### src/rtl/rv32i_writeback.sv
// rv32i_writeback
//
// Final pipeline stage of the rv32i core, fed by the memory-access stage.
// Registers that stage's outputs, aligns and extends load data according to
// func3 and the address low bits, drives the single register-file write
// port, flags misaligned loads and keeps a 64-bit retired-instruction count.
//
// Ports:
//   clk, reset          clock; asynchronous active-high reset
//   i_ce                upstream stage holds a valid instruction
//   i_stall, i_flush    pipeline stall / flush (passed through on o_stall/o_flush)
//   i_opcode            one-hot opcode; bit L_TYPE marks loads
//   i_func3             load size / sign select
//   i_wr_rd, i_rd_addr  instruction writes rd / destination register
//   i_rd_val            ALU result for non-load instructions
//   i_data_load         raw word from data memory
//   i_addr_lsb          low two bits of the load address
//   i_pc                instruction PC
//   o_wr_en/addr/data   register-file write port (o_wr_en is a 1-cycle pulse)
//   o_ce                stage holds a retired instruction this cycle
//   o_pc                PC of the instruction in this stage
//   o_misaligned        1-cycle pulse: a misaligned load was suppressed
//   o_instret           retired-instruction count, wraps modulo 2^64
//   o_stall, o_flush    combinational copies of i_stall / i_flush
module rv32i_writeback #(
    parameter int OPCODE_WIDTH = 11,
    parameter int L_TYPE       = 1
) (
    input  logic                    clk,
    input  logic                    reset,
    input  logic                    i_ce,
    input  logic                    i_stall,
    input  logic                    i_flush,
    input  logic [OPCODE_WIDTH-1:0] i_opcode,
    input  logic [2:0]              i_func3,
    input  logic                    i_wr_rd,
    input  logic [4:0]              i_rd_addr,
    input  logic [31:0]             i_rd_val,
    input  logic [31:0]             i_data_load,
    input  logic [1:0]              i_addr_lsb,
    input  logic [31:0]             i_pc,
    output logic                    o_wr_en,
    output logic [4:0]              o_wr_addr,
    output logic [31:0]             o_wr_data,
    output logic                    o_ce,
    output logic [31:0]             o_pc,
    output logic                    o_misaligned,
    output logic [63:0]             o_instret,
    output logic                    o_stall,
    output logic                    o_flush
);

    typedef enum logic [2:0] {
        F3_LB  = 3'b000,
        F3_LH  = 3'b001,
        F3_LW  = 3'b010,
        F3_LBU = 3'b100,
        F3_LHU = 3'b101
    } load_f3_e;

    logic        adv;
    logic        is_load;
    logic [7:0]  byte_sel;
    logic [15:0] half_sel;
    logic [31:0] result;
    logic        misaligned;

    // Only the load bit of the opcode matters here; the rest is folded into
    // a sink so the bus can stay full width.
    logic unused_opcode_bits;
    assign unused_opcode_bits = ^i_opcode;

    assign adv     = i_ce && !i_stall && !i_flush;
    assign is_load = i_opcode[L_TYPE];

    // This stage never stalls on its own.
    assign o_stall = i_stall;
    assign o_flush = i_flush;

    always_comb begin
        // NOTE: every variable gets a default before the case so no path
        // leaves it unassigned, which would otherwise infer a latch.
        byte_sel   = i_data_load[7:0];
        half_sel   = i_addr_lsb[1] ? i_data_load[31:16] : i_data_load[15:0];
        result     = i_rd_val;
        misaligned = 1'b0;

        case (i_addr_lsb)
            2'd1:    byte_sel = i_data_load[15:8];
            2'd2:    byte_sel = i_data_load[23:16];
            2'd3:    byte_sel = i_data_load[31:24];
            default: byte_sel = i_data_load[7:0];
        endcase

        if (is_load) begin
            case (i_func3)
                F3_LB:  result = {{24{byte_sel[7]}}, byte_sel};
                F3_LBU: result = {24'd0, byte_sel};
                F3_LH: begin
                    result     = {{16{half_sel[15]}}, half_sel};
                    misaligned = i_addr_lsb[0];
                end
                F3_LHU: begin
                    result     = {16'd0, half_sel};
                    misaligned = i_addr_lsb[0];
                end
                F3_LW: begin
                    result     = i_data_load;
                    misaligned = (i_addr_lsb != 2'd0);
                end
                // Unlisted codes take the word path with no alignment check.
                default: result = i_data_load;
            endcase
        end
    end

    // NOTE: all state is cleared by the asynchronous reset; the stage holds
    // no memory arrays, so every register can take a reset value.
    always_ff @(posedge clk or posedge reset) begin
        if (reset) begin
            o_wr_en      <= 1'b0;
            o_wr_addr    <= 5'd0;
            o_wr_data    <= 32'd0;
            o_ce         <= 1'b0;
            o_pc         <= 32'd0;
            o_misaligned <= 1'b0;
            o_instret    <= 64'd0;
        end else if (adv) begin
            // NOTE: non-blocking assignments so every register samples the
            // pre-edge values, independent of statement order.
            o_wr_addr    <= i_rd_addr;
            o_wr_data    <= result;
            o_pc         <= i_pc;
            o_ce         <= 1'b1;
            o_wr_en      <= i_wr_rd && (i_rd_addr != 5'd0) && !misaligned;
            o_misaligned <= misaligned;
            if (!misaligned) begin
                o_instret <= o_instret + 64'd1;
            end
        end else begin
            // Stall, flush or bubble: strobes drop so a held instruction is
            // written only once, when it finally advances.
            o_wr_en      <= 1'b0;
            o_misaligned <= 1'b0;
            o_ce         <= 1'b0;
        end
    end

endmodule

### config.mk
export PLATFORM = sky130hd
export DESIGN_NAME = rv32i_writeback
export DESIGN_NICKNAME = d
export VERILOG_FILES = /design/src/rtl/rv32i_writeback.sv
export SDC_FILE = /design/constraint.sdc
export NUM_CORES = 1
export LEC_CHECK = 0
export CORE_MARGIN = 2
export CORE_UTILIZATION = 48
export DETAILED_ROUTE_END_ITERATION = 7
export HOLD_SLACK_MARGIN = 0.1
export MAX_ROUTING_LAYER = met4
export PLACE_DENSITY = 0.87
export SKIP_CTS_REPAIR_TIMING = 1
export SYNTH_ARGS = -nofsm -noshare
export SYNTH_HDL_FRONTEND = slang
export SYNTH_SLANG_ARGS = --single-unit
### constraint.sdc
create_clock -name clk -period 10.45 [get_ports clk]
set_input_delay 1.5675 -clock clk [delete_from_list [all_inputs] [get_ports clk]]
set_output_delay 1.5675 -clock clk [all_outputs]
set_load 0.02 [all_outputs]
* Yosys cells after proc, flatten, opt, wreduce, memory -nomap -nowiden *
Index checks and enable logic that the tools add are counted.
Widths: inputs -> output; s select.

word-level totals
  output and inout bits = 138
  register bits = 136
  input bits = 123
  logic and storage cells = 37

cells by class
  equal/unequal tests = 7
  add/subtract/negate cells = 1
  reduce and logical (&&, ||, !) cells = 12
  muxes and demuxes = 9
  bitwise logic cells = 1

operators by type and width
  operator               count
  $pmux 32 s4            1
  $add 64x1->64 const B  1
  $mux 32                1
  $pmux 8 s3             1
  $mux 16                1
  $eq 3x3->1 const B     2
  $reduce_bool 5->1      1
  $eq 2x2->1 const B     2
  $logic_and 1x1->1      4
  $mux 1                 4
  $eq 3x1->1 const B     1
  $eq 3x2->1 const B     1
  $logic_not 1->1        3
  $logic_not 3->1        1
  $eq 2x1->1 const B     1
  $pmux 1 s2             1
  $reduce_and 2->1       1
  $reduce_bool 2->1      1
  $reduce_or 2->1        1
  $not 1->1              1

* Longest topological paths before layout *
Gate-level depths: netlist (run 1).

  depth in word-level cells = 7
  depth in mapped cells = 8
  depth with buffers taken out = 7

* Worst setup path before layout (run 1) *
OpenSTA, ideal clock, no wires.

  kind = input-to-output
  from = input i_flush
  to = output o_flush
  slack = 7,181 ps
  arrival time = 1,701 ps
  cell stages on the path = 1
  data required time = 8,883 ps
  path through = buf_4

RTL lines
  what                RTL line  RTL
  start: declaration  33        input logic i_flush,
  end: declaration    50        output logic o_flush

No word-level cell between the ends.

* Worst setup path after layout (run 1) *
  from = input i_flush
  to = output o_flush

No word-level cell between the ends.

==> results of run 1 <==
## state kept, by name, indices dropped and copies added (netlist names)
name,flops
o_instret,64
o_wr_addr,5
o_wr_data,32
o_wr_en,1
o_misaligned,1
o_pc,32
o_ce,1
## layer usage
layer / vias up / wire, um / part of all wire / global-route usage
met5: - / 0 / 0 / -
met4: 0 / 491 / 0.024 / 0.0912
met3: 39 / 1530 / 0.074 / 0.0827
met2: 283 / 10300 / 0.50 / 0.479
met1: 2975 / 8300 / 0.40 / 0.369
li1: 2875 / - / - / -
## worst min path at each step
stage	to	cells after the start
2_1_floorplan	o_instret[63]	1
3_3_place_gp	o_instret[63]	1
3_5_place_dp	o_pc[1]	2
4_1_cts	o_wr_data[1]	2
5_1_grt	o_wr_addr[0]	2
6_report	o_pc[25]	2
## report_power, final
| part | internal (mW) | switching, mW |
|---|---|---|
| clock | 0.359 | 0.241 |
| sequential | 0.582 | 0.0426 |
| combinational | 0.168 | 0.176 |
| total | 1.11 | 0.460 |
## synthesized netlist by cell type, types with 2 or more instances
cell      instances
o221ai_1          4
a22oi_1           4
nor2_1           35
nor4_4            3
xor2_1           40
nand3_1          23
nand4_2           3
and3_1            3
inv_1            16
dfrtp_1         136
nor2b_1          10
buf_4             4
a21o_1            2
or3_1            24
buf_2             3
nor4_1            4
nand2b_1          8
nand2_1         171
o21ai_0          32
nor3_2           10
nor3_1           15
a31oi_1          11
a21oi_1          38
a211oi_1          4
nor3b_1           3
nand4b_1          2
clkbuf_1         30
o211a_1           3
and4_1            2
nor4_2            4
xnor2_1          23
nand4_1          17
## logic make-up (layout without fill, tap and decap cells)
group / count (synthesis) / in the layout / share of synthesized area
fa+ha+maj: 1 / 1 / 0.00189
buf+inv: 55 / 304 / 0.0351
compound gates: 101 / 101 / 0.0885
mux: 2 / 2 / 0.00510
flops: 136 / 136 / 0.513
simple gates: 348 / 348 / 0.273
xor+xnor: 63 / 63 / 0.0833
## per-stage QoR
step                      setup slack (ps)  total power, mW  hold slack [ps]   util
final                                 6230             1.57              474  0.736
after global routing                  5990             1.63              495  0.736
after CTS                             6220             1.58              482  0.736
after detailed placement              5880            0.973              462  0.692
after global placement                5930            0.967              454  0.692
after floorplan                       5240            0.780              578      -
## area by class of cell
| type | instances | area [um^2] |
|---|---|---|
| sequential | 136 | 3400 |
| timing repair buffer | 256 | 2550 |
| multi-input combinational | 515 | 2990 |
| clock inverter | 14 | 149 |
| fill | 985 | 3530 |
| clock buffer | 18 | 439 |
| tap | 176 | 220 |
| inverter | 16 | 65.1 |
==> out/results.tsv, run 1 <==
metric	value	unit
status	finished, final reports clean	
syn-num-nets	830	
cp.depth	2	
maxCapViolations	0	
drive_above_1_share	0.0733	
maxSlewHeadroom	0.424	
period_needed	4220	ps
drtAntennaViolNets	0	
min_path_type	reg -> reg	
crit_family	buffers and inverters	
syn_area_per_cell	9.39	um^2
powerDensity	160	nW/um^2
worstMarginPinSlew	862	ps
worst_ep_required_time	8880	ps
fin_nets	1066	
crit_top_cell	clkdlybuf4s50_1	
cts_sinks	136	
ys_async_sr_fraction	1.00	
cts_buffers	17	
critPathCaptureType	output pin	
grt_pass1_wl	32500	um
post_drt_wl_per_cell	18.2	um
antenna_found_initial	0	
core	13300	um^2
area_growth	48.1	%
rsz0062_at_grt	no	
vdd_drop_max	141	uV
placed_area	9230	um^2
place_congestion	0.881	
cts_root_buf	clkbuf_16	
synth_top_cell_area_share	0.513	
regToRegSetupSlack	7990	ps
totalNegativeSetupSlack	0	ps
h-tree-depth	4	
worstSetupEndpoint	o_flush	
worstSetupStartpoint	i_flush	
clk_pin_slew_worst_paths	60	ps
yosys-top-cells-area	dfrtp_1, nand2_1, xor2_1	
syn_area	6630	um^2
finalInstanceArea	9820	um^2
slowest_stage	clkdlybuf4s50_1	
n_antenna_cell	0	
critPathMaxStageDelay	600	ps
yosysTopAreaCell	dfrtp_1	
final_common_cell	clkdlybuf4s50_1	
max_freq	237	MHz
cts_tree	built	
hold_start	o_pc[25]	
drv_slew	0	
synth_cell_types	51	
grt_max_degree	75	
track_usage	0.298	
place_hpwl	14000	um
synthFlopType	dfrtp_1	
hold_viol_final	0	
port_buffers	250	
drt_iter0_drc	527	
synthCells	706	
routed_wl	20600	um
setup_viol	0	
cts_max_path_buffers	2	
dieArea	14800	um^2
rr_worst_depth	5	
start_kind	input pin	
fin_crit_sh	0.404	
first_pass_iters	6	
synth_seq_cells	136	
cp.arrival	2660	ps
grt_overflow	0	
pin_count	261	
synth-warning-count	0	
critPathKind	in -> out	
synth_edf_count	0	
initial_core_util	0.497	
die_h	122	um
rr_endpoint	o_instret[61]	
clock_skew	6.25	ps
critical_path_peak_fanout	2	
place_inst	1099	
die_w	122	um
vias	6172	
viasPerCell	5.46	
num_rows	42	
critPathBufInv	2	
grt_pass1_vias	6168	
insertion_delay	420	ps
fin_cells	1131	
worstReg2RegStart	o_instret[34]	
crit_chain	clkdlybuf4s50_1 -> clkdlybuf4s50_1	
power_leakage	4.38	nW
layout_common_cells	clkdlybuf4s50_1, nand2_1, dfrtp_1	
drc	0	
synth.yosys.seq_area_share	0.513	
No activity file was read; power rests on OpenSTA's default activity.
==> run 2, diff against run 1 <==
- CORE_UTILIZATION: 48 -> 44
- PLACE_DENSITY: 0.87 -> 0.81
- clock period: 10.45 -> 4.2 ns (I/O delays scaled with it)
==> out/results.tsv, run 2 (synthesized netlist as in run 1, its figures left out) <==
metric	value	unit	change
status	finished, final reports clean		
crit_family	simple AND/OR/NAND/NOR gates		
place_congestion	0.854		-3.0%
cts_buffers	17		unchanged
grt_pass1_wl	32300	um	-0.78%
critPathKind	in -> reg		
period_needed	2660	ps	
place_inst	1109		+0.91%
hold_start	o_instret[63]		
clk_pin_slew_worst_paths	60	ps	about the same
final_common_cell	clkdlybuf4s50_1		
cts_tree	built		
fin_cells	1142		+0.97%
cp.depth	6		+4
grt_pass1_vias	6230		+1.0%
dieArea	16100	um^2	+8.8%
rsz0062_at_grt	no		
drv_slew	0		unchanged
cts_root_buf	clkbuf_16		
worstReg2RegStart	o_instret[33]		
slowest_stage	clkdlybuf4s50_1		
place_hpwl	14300	um	+1.9%
vdd_drop_max	373	uV	+170%
power_leakage	4.39	nW	+0.10%
worst_ep_required_time	4540	ps	-4340 ps
first_pass_iters	6		unchanged
insertion_delay	420	ps	about the same
grtUsageMet2	0.416		-0.0637
grt_max_degree	137		+83%
rr_endpoint	o_instret[57]		
antenna_found_initial	1		+1
grt_util_met3	0.0578		-0.0249
post_drt_wl_per_cell	17.9	um	-1.7%
totalNegativeSetupSlack	0	ps	unchanged
drtAntennaViolNets	0		unchanged
critical_path_peak_fanout	16		+14
grt-busiest-layer	met2		
max_freq	376	MHz	
fin_nets	1068		+0.19%
viasPerCell	5.41		-0.87%
clock_skew	8.26	ps	+2.01 ps
critPathCaptureType	register		
routed_wl	20500	um	-0.72%
crit_chain	clkdlybuf4s50_1 -> nor2_1 -> nand4_1 -> nand4_2 -> nor4_2 -> xor2_1		
largest_register_ffs	64		unchanged
die_w	127	um	+4.3%
maxCapViolations	0		unchanged
vias	6178		+0.097%
holdPathEnd	o_instret[63]		
cp.arrival	3010	ps	+350 ps
start_kind	input pin		
largestRegisters	o_instret x64, o_pc x32, o_wr_data x32		
pin_count	261		unchanged
critPathMaxStageDelay	840	ps	+240 ps
regToRegSetupSlack	1840	ps	-6150 ps
met1_usage	0.331		-0.0381
rr_worst_depth	5		unchanged
critPathBufInv	1		-1
holdPathStages	1		-1
drc	0		unchanged
worstMarginPinSlew	793	ps	-69.2 ps
layout_common_cells	clkdlybuf4s50_1, nand2_1, dfrtp_1		
finalPower	3.96	mW	+150%
die_h	127	um	+4.3%
core	14600	um^2	+9.7%
initial_core_util	0.453		-0.0440
setup_viol	0		unchanged
powerDensity	401	nW/um^2	+150%
track_usage	0.264		-0.0339
grt_overflow	0		unchanged
area_growth	49.1	%	
h-tree-depth	4		unchanged
cts_sinks	136		unchanged
min_path_type	reg -> reg		
cts_max_path_buffers	2		unchanged
drt_iter0_drc	346		-34%
hold_viol_final	0		unchanged
num_rows	44		+4.8%
drive_above_1_share	0.0742		+0.000892
port_buffers	250		unchanged
fin_crit_sh	0.634		
maxSlewHeadroom	0.471		+0.0480
regMostFlops	o_instret		
## run 2: routing by layer
metal / share of wire / up-vias
met5: 0 / -
met2: 0.48 / 259
met3: 0.068 / 52
li1: - / 2893
met1: 0.42 / 2974
met4: 0.035 / 0
## run 2: how the worst max path moves through the flow
stage	end	startpoint
2_1_floorplan	o_ce	reset
3_3_place_gp	o_instret[57]	i_func3[0]
3_5_place_dp	o_instret[57]	i_func3[0]
4_1_cts	o_instret[5]	i_func3[0]
5_1_grt	o_instret[57]	i_func3[0]
6_report	o_instret[57]	i_func3[0]
## run 2: layout make-up
type / instances / area [um^2]
Timing Repair Buffer: 258 / 2570
Fill cell: 1131 / 4760
Antenna cell: 1 / 2.50
Clock inverter: 13 / 169
Tap cell: 184 / 230
Multi-Input combinational cell: 515 / 2990
Sequential cell: 136 / 3400
Inverter: 16 / 63.8
Clock buffer: 19 / 443
## run 2: where the power goes
part,internal [mW],leakage [nW],switching (mW)
Sequential,1.45,1.70,0.106
Combinational,0.420,2.40,0.441
Clock,0.954,0.286,0.592
## run 2: per-stage QoR
step	hold slack, ps	util	setup slack, ps	area [um^2]
finish	464	0.675	1540	9880
global route	487	0.675	1320	9880
CTS	475	0.675	1580	9880
detailed placement	462	0.633	1190	9270
global placement	455	0.633	1220	9270
floorplan	578	-	1880	6630
